[src/rtl/vga_timing_generator.sv]
// Two-axis VGA timer: synchronised pixel tick, x/y counters, registered sync/VideoOn decode.
// Optional VGA_TIMING_SHADOW_EN latches timing inputs at reset and at every frame end.
module vga_timing_generator #(
    parameter int XRES_BITS      = 10,
    parameter int YRES_BITS      = 10,
    parameter bit HSYNC_POLARITY = 1'b0,
    parameter bit VSYNC_POLARITY = 1'b0
) (
    input  logic                 Clock,
    input  logic                 Reset,
    input  logic                 PixelClock,
    input  logic [XRES_BITS-1:0] HActive,
    input  logic [XRES_BITS-1:0] HFrontPorch,
    input  logic [XRES_BITS-1:0] HSynch,
    input  logic [XRES_BITS-1:0] HBackPorch,
    input  logic [YRES_BITS-1:0] VActive,
    input  logic [YRES_BITS-1:0] VFrontPorch,
    input  logic [YRES_BITS-1:0] VSynch,
    input  logic [YRES_BITS-1:0] VBackPorch,
    output logic [XRES_BITS-1:0] xposition,
    output logic [YRES_BITS-1:0] yposition,
    output logic                 hsync,
    output logic                 vsync,
    output logic                 VideoOn,
    output logic                 PixelTick,
    output logic                 LineEnd,
    output logic                 FrameEnd
);

    localparam int XW = XRES_BITS + 1;
    localparam int YW = YRES_BITS + 1;

    logic [XRES_BITS-1:0] ha, hfp, hs, hbp;
    logic [YRES_BITS-1:0] va, vfp, vs, vbp;

    logic                 pclk_meta_q, pclk_sync_q, pclk_prev_q, tick_q;
    logic [XRES_BITS-1:0] x_q, x_d;
    logic [YRES_BITS-1:0] y_q, y_d;
    logic                 hsync_q, vsync_q, video_q;
    logic                 hs_act_d, vs_act_d, video_d;
    logic                 line_end, frame_end;

    logic [XW-1:0] h_total, h_last, hs_start, hs_end;
    logic [YW-1:0] v_total, v_last, vs_start, vs_end;

`ifdef VGA_TIMING_SHADOW_EN
    logic [XRES_BITS-1:0] ha_q, hfp_q, hs_q, hbp_q;
    logic [YRES_BITS-1:0] va_q, vfp_q, vs_q, vbp_q;

    always_ff @(posedge Clock) begin
        if (Reset || frame_end) begin
            ha_q  <= HActive;
            hfp_q <= HFrontPorch;
            hs_q  <= HSynch;
            hbp_q <= HBackPorch;
            va_q  <= VActive;
            vfp_q <= VFrontPorch;
            vs_q  <= VSynch;
            vbp_q <= VBackPorch;
        end
    end

    assign ha  = ha_q;
    assign hfp = hfp_q;
    assign hs  = hs_q;
    assign hbp = hbp_q;
    assign va  = va_q;
    assign vfp = vfp_q;
    assign vs  = vs_q;
    assign vbp = vbp_q;
`else
    assign ha  = HActive;
    assign hfp = HFrontPorch;
    assign hs  = HSynch;
    assign hbp = HBackPorch;
    assign va  = VActive;
    assign vfp = VFrontPorch;
    assign vs  = VSynch;
    assign vbp = VBackPorch;
`endif

    assign h_total  = {1'b0, ha} + {1'b0, hfp} + {1'b0, hs} + {1'b0, hbp};
    assign h_last   = h_total - XW'(1);
    assign hs_start = {1'b0, ha} + {1'b0, hfp};
    assign hs_end   = hs_start + {1'b0, hs};

    assign v_total  = {1'b0, va} + {1'b0, vfp} + {1'b0, vs} + {1'b0, vbp};
    assign v_last   = v_total - YW'(1);
    assign vs_start = {1'b0, va} + {1'b0, vfp};
    assign vs_end   = vs_start + {1'b0, vs};

    // ">=" rather than "==" so a counter stranded past a shrunken total still wraps
    assign line_end  = tick_q && ({1'b0, x_q} >= h_last);
    assign frame_end = line_end && ({1'b0, y_q} >= v_last);

    always_comb begin
        x_d = x_q;
        y_d = y_q;
        if (line_end) begin
            x_d = '0;
            y_d = frame_end ? '0 : y_q + YRES_BITS'(1);
        end else if (tick_q) begin
            x_d = x_q + XRES_BITS'(1);
        end
    end

    assign hs_act_d = ({1'b0, x_d} >= hs_start) && ({1'b0, x_d} < hs_end);
    assign vs_act_d = ({1'b0, y_d} >= vs_start) && ({1'b0, y_d} < vs_end);
    assign video_d  = (x_d < ha) && (y_d < va);

    always_ff @(posedge Clock) begin
        if (Reset) begin
            pclk_meta_q <= 1'b0;
            pclk_sync_q <= 1'b0;
            pclk_prev_q <= 1'b0;
            tick_q      <= 1'b0;
            x_q         <= '0;
            y_q         <= '0;
            hsync_q     <= ~HSYNC_POLARITY;
            vsync_q     <= ~VSYNC_POLARITY;
            video_q     <= 1'b0;
        end else begin
            pclk_meta_q <= PixelClock;
            pclk_sync_q <= pclk_meta_q;
            pclk_prev_q <= pclk_sync_q;
            tick_q      <= pclk_prev_q & ~pclk_sync_q;
            x_q         <= x_d;
            y_q         <= y_d;
            // Decode tracks the coordinates, so it only moves on a tick
            if (tick_q) begin
                hsync_q <= hs_act_d ? HSYNC_POLARITY : ~HSYNC_POLARITY;
                vsync_q <= vs_act_d ? VSYNC_POLARITY : ~VSYNC_POLARITY;
                video_q <= video_d;
            end
        end
    end

    assign xposition = x_q;
    assign yposition = y_q;
    assign hsync     = hsync_q;
    assign vsync     = vsync_q;
    assign VideoOn   = video_q;
    assign PixelTick = tick_q;
    assign LineEnd   = line_end;
    assign FrameEnd  = frame_end;

endmodule

[config.mk]
export PLATFORM = sky130hd
export DESIGN_NAME = vga_timing_generator
export DESIGN_NICKNAME = d
export VERILOG_FILES = /design/src/rtl/vga_timing_generator.sv
export SDC_FILE = /design/constraint.sdc
export NUM_CORES = 1
export LEC_CHECK = 0
export CAP_MARGIN = 20
export CORE_UTILIZATION = 50
export DETAILED_ROUTE_END_ITERATION = 6
export DONT_BUFFER_PORTS = 1
export PLACE_DENSITY = 0.74
export RECOVER_POWER = 50
export SYNTH_ARGS = -nofsm -noshare
export SYNTH_HDL_FRONTEND = slang
export SYNTH_SLANG_ARGS = --single-unit
[constraint.sdc]
create_clock -name Clock -period 14.8 [get_ports Clock]
set_input_delay 2.96 -clock Clock [delete_from_list [all_inputs] [get_ports Clock]]
set_output_delay 2.96 -clock Clock [all_outputs]
set_load 0.005 [all_outputs]
* Word-level counts from Yosys, hierarchy flattened *
Index checks and enable logic that the tools add are counted.
W data, S select, Z words.

word-level totals
  flip-flop bits (word level) = 27
  latch bits = 0
  memory bits (writable) = 0
  bits in read-only memories = 0
  input port bits = 83
  output and inout port bits = 26
  logic and storage cells = 40
  memories = 0

cells by class
  $add $sub $neg = 10
  $mul = 0
  divide/modulo/power cells = 0
  magnitude comparators = 8
  equal/unequal tests = 0
  shift operators = 0
  mux-type cells = 6
  bitwise logic cells = 2
  reduce and logical (&&, ||, !) cells = 5

operators by type and width
  operator                 number
  $add A11 B10 Y11         4
  $ge A10 B11 Y1           4
  $mux W10                 4
  $add A10 B10 Y11         2
  $lt A10 B11 Y1           2
  $sub A11 B1 Y11 const B  2
  $add A10 B1 Y10 const B  2
  $lt A10 B10 Y1           2
  $logic_and A1 B1 Y1      5
  $mux W1                  2
  $and A1 B1 Y1            1
  $not A1 Y1               1

* Depth between registers and ports, before layout *
  depth after elaboration = 12
  mapped depth = 39
  depth with buffers taken out = 37

* Worst setup path before layout *
OpenSTA, ideal clock, no wires.

  kind = input port to output port
  from = in VActive[0]
  to = out FrameEnd
  data arrival time = 7,710 ps
  required time = 11,840 ps
  setup slack = 4,130 ps
  cell stages on the path = 27
  path buffers = 2
  cells stage by stage = ha_1 > inv_1 > fa_1 > nor2b_2 > o21ai_0 > nand2b_1 > xor2_1 > ha_1 > o21a_1 > o31a_1 > a21o_1 > ha_1 > inv_1 > ha_1 > a21oi_1 > o21bai_1 > a21oi_1 > xnor2_1 > ha_1 > o21a_1 > nand3_1 > o31a_2 > a21oi_1 > or4b_1 > buf_6 > a21oi_4 > buf_6

between the ends
  word-level cells in the longest chain between the ends = 6

RTL lines
  item                           line  RTL
  start: declaration             16    input logic [YRES_BITS-1:0] VActive,
  $add A10 B10 Y11               87    assign v_total = {1'b0, va} + {1'b0, vfp} + {1'b0, vs} + {1'b0, vbp};
  $add A11 B10 Y11 (2 in a row)  87
  $sub A11 B1 Y11                88    assign v_last = v_total - YW'(1);
  $ge A10 B11 Y1                 94    assign frame_end = line_end && ({1'b0, y_q} >= v_last);
  $logic_and A1 B1 Y1            94
  end: declaration               27    output logic FrameEnd

Every way passes these cells.

* Worst setup path after layout *
Same ends and word-level chain as after synthesis.

==> metrics.md <==
| Metric | Value |
|---|---|
| Largest net degree at the start of global routing | `30` |
| Critical path endpoint category | `primary output` |
| Post-route ant nets | `0` |
| Post-CTS sizing | `0` |
| Flop2flop setup slack | `9.85 ns` |
| CTS Root Cell | `clkbuf_16` |
| Gr ovfl total | `0` |
| Required time worst endpoint | `11.84 ns` |
| CTS tree | `done` |
| Flop pwr share | `9.9%` |
| Distinct cell type count after synthesis | `72` |
| Max cap viols | `0` |
| Die width | `~110 µm` |
| Worst hold path type | `register to register` |
| Setup CP Type | `primary input to primary output` |
| Cell area power density | `117.4 nW/µm²` |
| Clock skew | `0.004679 ns` |
| Max H-tree Level | `1` |
| VDD IR max | `~0.05 mV` |
| Clock power share | `8.3%` |
| Max-slew headroom | `47.53%` |
| CP max FO | `14` |
| WL per Instance | `15.67 µm` |
| Core area | `12010 µm²` |
| Synthesized cell area | `6165 µm²` |
| Synth-to-layout area growth | `2.963%` |
| Layout cell share with drive strength beyond 1 | `3.368%` |
| Register area | `540.5 µm²` |
| Cell taking the most area after synthesis | `ha_1` |
| Crit path DAT | `8.24 ns` |
| I/O Pins | `109` |
| Post-Route WL | `14400 µm` |
| Vias per cell | `~5.7` |
| Main synth FF type | `dfxtp_1` |
| 1st-iter DRT viols | `176` |
| Final min period | `11.20 ns` |
| Cts hold-fix bufs | `0` |
| Worst-path clk slew | `0.07 ns` |
| Post-DP HPWL | `approximately 13000 µm` |
| Final setup fails | `0` |
| Slew Viols, Final | `0` |
| Main area contributors after synthesis | `ha_1 (32%), dfxtp_1 (8.8%), inv_1 (8.0%)` |
| TritonCTS Buffers | `3` |
| Sw power | `360.3 µW` |
| Clock sink count | `27` |
| LEAKAGE | `3.365 nW` |
| Die Area | `12780 µm²` |
| Max Clock Freq | `89.27 MHz` |
| Total track usage | `22.23%` |
| Multi-input gate area | `5045 µm²` |
| Drt drc | `0` |
| Vert. Die Dim | `around 110 µm` |
| Initial Util | `51.32%` |
| Global-route wire length before repair | `23100 µm` |
| # rows | `40` |
| Initial DRT Pass Iterations | `5` |
| Critical path buffers and inverters | `2` |
| Initial antenna violation count | `0` |
| Syn_area_per_cell | `7.944 µm²` |
| Tightest Pin Transition | `between 0.7 and 0.8 ns` |
| Status | `finished, final reports clean` |
| Setup TNS | `0 ns` |
| DP Area | `6267 µm²` |
| Antenna diode count | `0` |
| Fill count | `1170` |
| Vias in the first global route | `4769` |
| Post-layout instance area | `6347 µm²` |
| Crit-path most repeated cell | `ha_1` |
| Clock tree buffer depth | `2` |
| Period utilisation layout | `75.69%` |
| Register area share after synthesis | `around 8.8%` |
| CP peak stage delay | `0.65 ns` |
| Worst path top cell family by delay | `compound AO/OA/AOI/OAI gates` |
| Nets | `1020` |
| Asr flop ratio synth | `0%` |
| Crit-path slowest cell | `or4b_1` |
| Synth top area share | `32.07%` |
| Cell count after synthesis | `between 700 and 800` |
| Via count | `5244` |
| Seq cells post-synth | `27` |
| Buffer count from post-CTS setup fixing | `0` |
| I/O Buffers | `0` |
| Post-synth EDFFs | `0` |
| Synth Warn # | `0` |
| Logic pwr share | `81.8%` |
| Routability congestion estimate | `around 0.9` |
| Worst-Skew Late Latency | `0.26 ns` |
| RSZ-0062 raised after global routing | `false` |
| Int Pwr | `a little under 400 µW` |
| Switching Share | `48.36%` |
| Synth Net Count | `around 1000` |
| Hold Vio Cnt, Final | `0` |
| Crit path launch type | `primary input` |
-- layout make-up --
class | instances | area share (%)
sequential | 27 | 8.516
inverter | 132 | 7.845
multi-input combinational | 609 | 79.48
clock inverter | 1 | 0.07885
clock buffer | 3 | 1.183
tap | 147 | 2.898
-- sequential cells by signal, indices dropped and copies added (netlist names) --
register	flops
xposition	10
yposition	10
PixelTick	1
VideoOn	1
hsync	1
pclk_meta_q	1
pclk_prev_q	1
pclk_sync_q	1
vsync	1
-- stage by stage --
stage	hold slack, ns	worst slack, ns	power, mW	util, %	std cells
4_1_cts	0.4148	3.633	0.7453	52.84	919
5_1_grt	0.4291	3.186	0.8400	52.84	919
2_1_floorplan	0.3896	4.130	0.5778	-	776
3_3_place_gp	0.4077	3.721	0.6649	52.18	915
3_5_place_dp	0.4024	3.627	0.6807	52.18	915
6_report	0.4102	3.598	0.7452	52.84	919
-- metal layers --
layer	wire length (µm)	GRT usage [%]	share of wire (%)
met4	58	2.719	0.40
met2	6252	35.95	43
met3	1054	4.231	7.3
met5	0	0	0
met1	7036	31.40	49
-- cell usage after synthesis, types with 4 or more instances --
cell type	count
ha_1	158
a21oi_1	49
o21ai_0	23
nand3b_1	4
and3_1	5
a2111oi_0	4
xnor2_1	25
o31a_1	4
o21a_1	12
o211ai_1	7
inv_1	131
buf_6	4
xor2_1	31
nor2_1	41
o2111ai_1	10
nand4_1	22
or3_1	4
nor2b_1	15
fa_1	6
dfxtp_1	27
o21bai_1	12
a31oi_1	5
a21o_1	31
nor3_1	25
nand2b_1	9
nor4_1	5
nand2_1	33
nand3_1	10
-- power by group through the flow --
| stage | sequential (mW) | clock [mW] | combinational, mW |
|---|---|---|---|
| 6_report | 0.0736 | 0.0619 | 0.610 |
| 5_1_grt | 0.0736 | 0.0659 | 0.701 |
| 4_1_cts | 0.0736 | 0.0632 | 0.609 |
| 3_5_place_dp | 0.0753 | 0 | 0.605 |
| 3_3_place_gp | 0.0753 | 0 | 0.590 |
| 2_1_floorplan | 0.0750 | 0 | 0.503 |
-- placed cells by master, fill, tap and decap left out, types with 12 or more instances in the layout --
cell type  instances
a21o_1            31
a21oi_1           49
dfxtp_1           27
ha_1             158
inv_1            131
nand2_1           33
nand4_1           22
nor2_1            41
nor2b_1           15
nor3_1            25
o21a_1            12
o21ai_0           23
o21bai_1          12
xnor2_1           25
xor2_1            31
-- final timing paths --
| kind | from | to | depth (start not counted) |
|---|---|---|---|
| worst max register to register | yposition[0]$_SDFF_PP0_ | vsync$_SDFFE_PP1P_ | 18 |
| worst max-delay path | VActive[0] | FrameEnd | 25 |
| worst min register to register | pclk_sync_q$_SDFF_PP0_ | PixelTick$_SDFF_PP0_ | 1 |
| worst min-delay path | pclk_sync_q$_SDFF_PP0_ | PixelTick$_SDFF_PP0_ | 1 |
-- cells by family after synthesis --
family,synth area share [%]
AO/OA/AOI/OAI,22.59
XOR/XNOR,7.956
adder cells (fa/ha/maj),34.02
buffers and inverters,9.397
flip-flops,8.768
multiplexers,0.6698
AND/OR/NAND/NOR,16.60
Power figures use the tool's default switching activity.
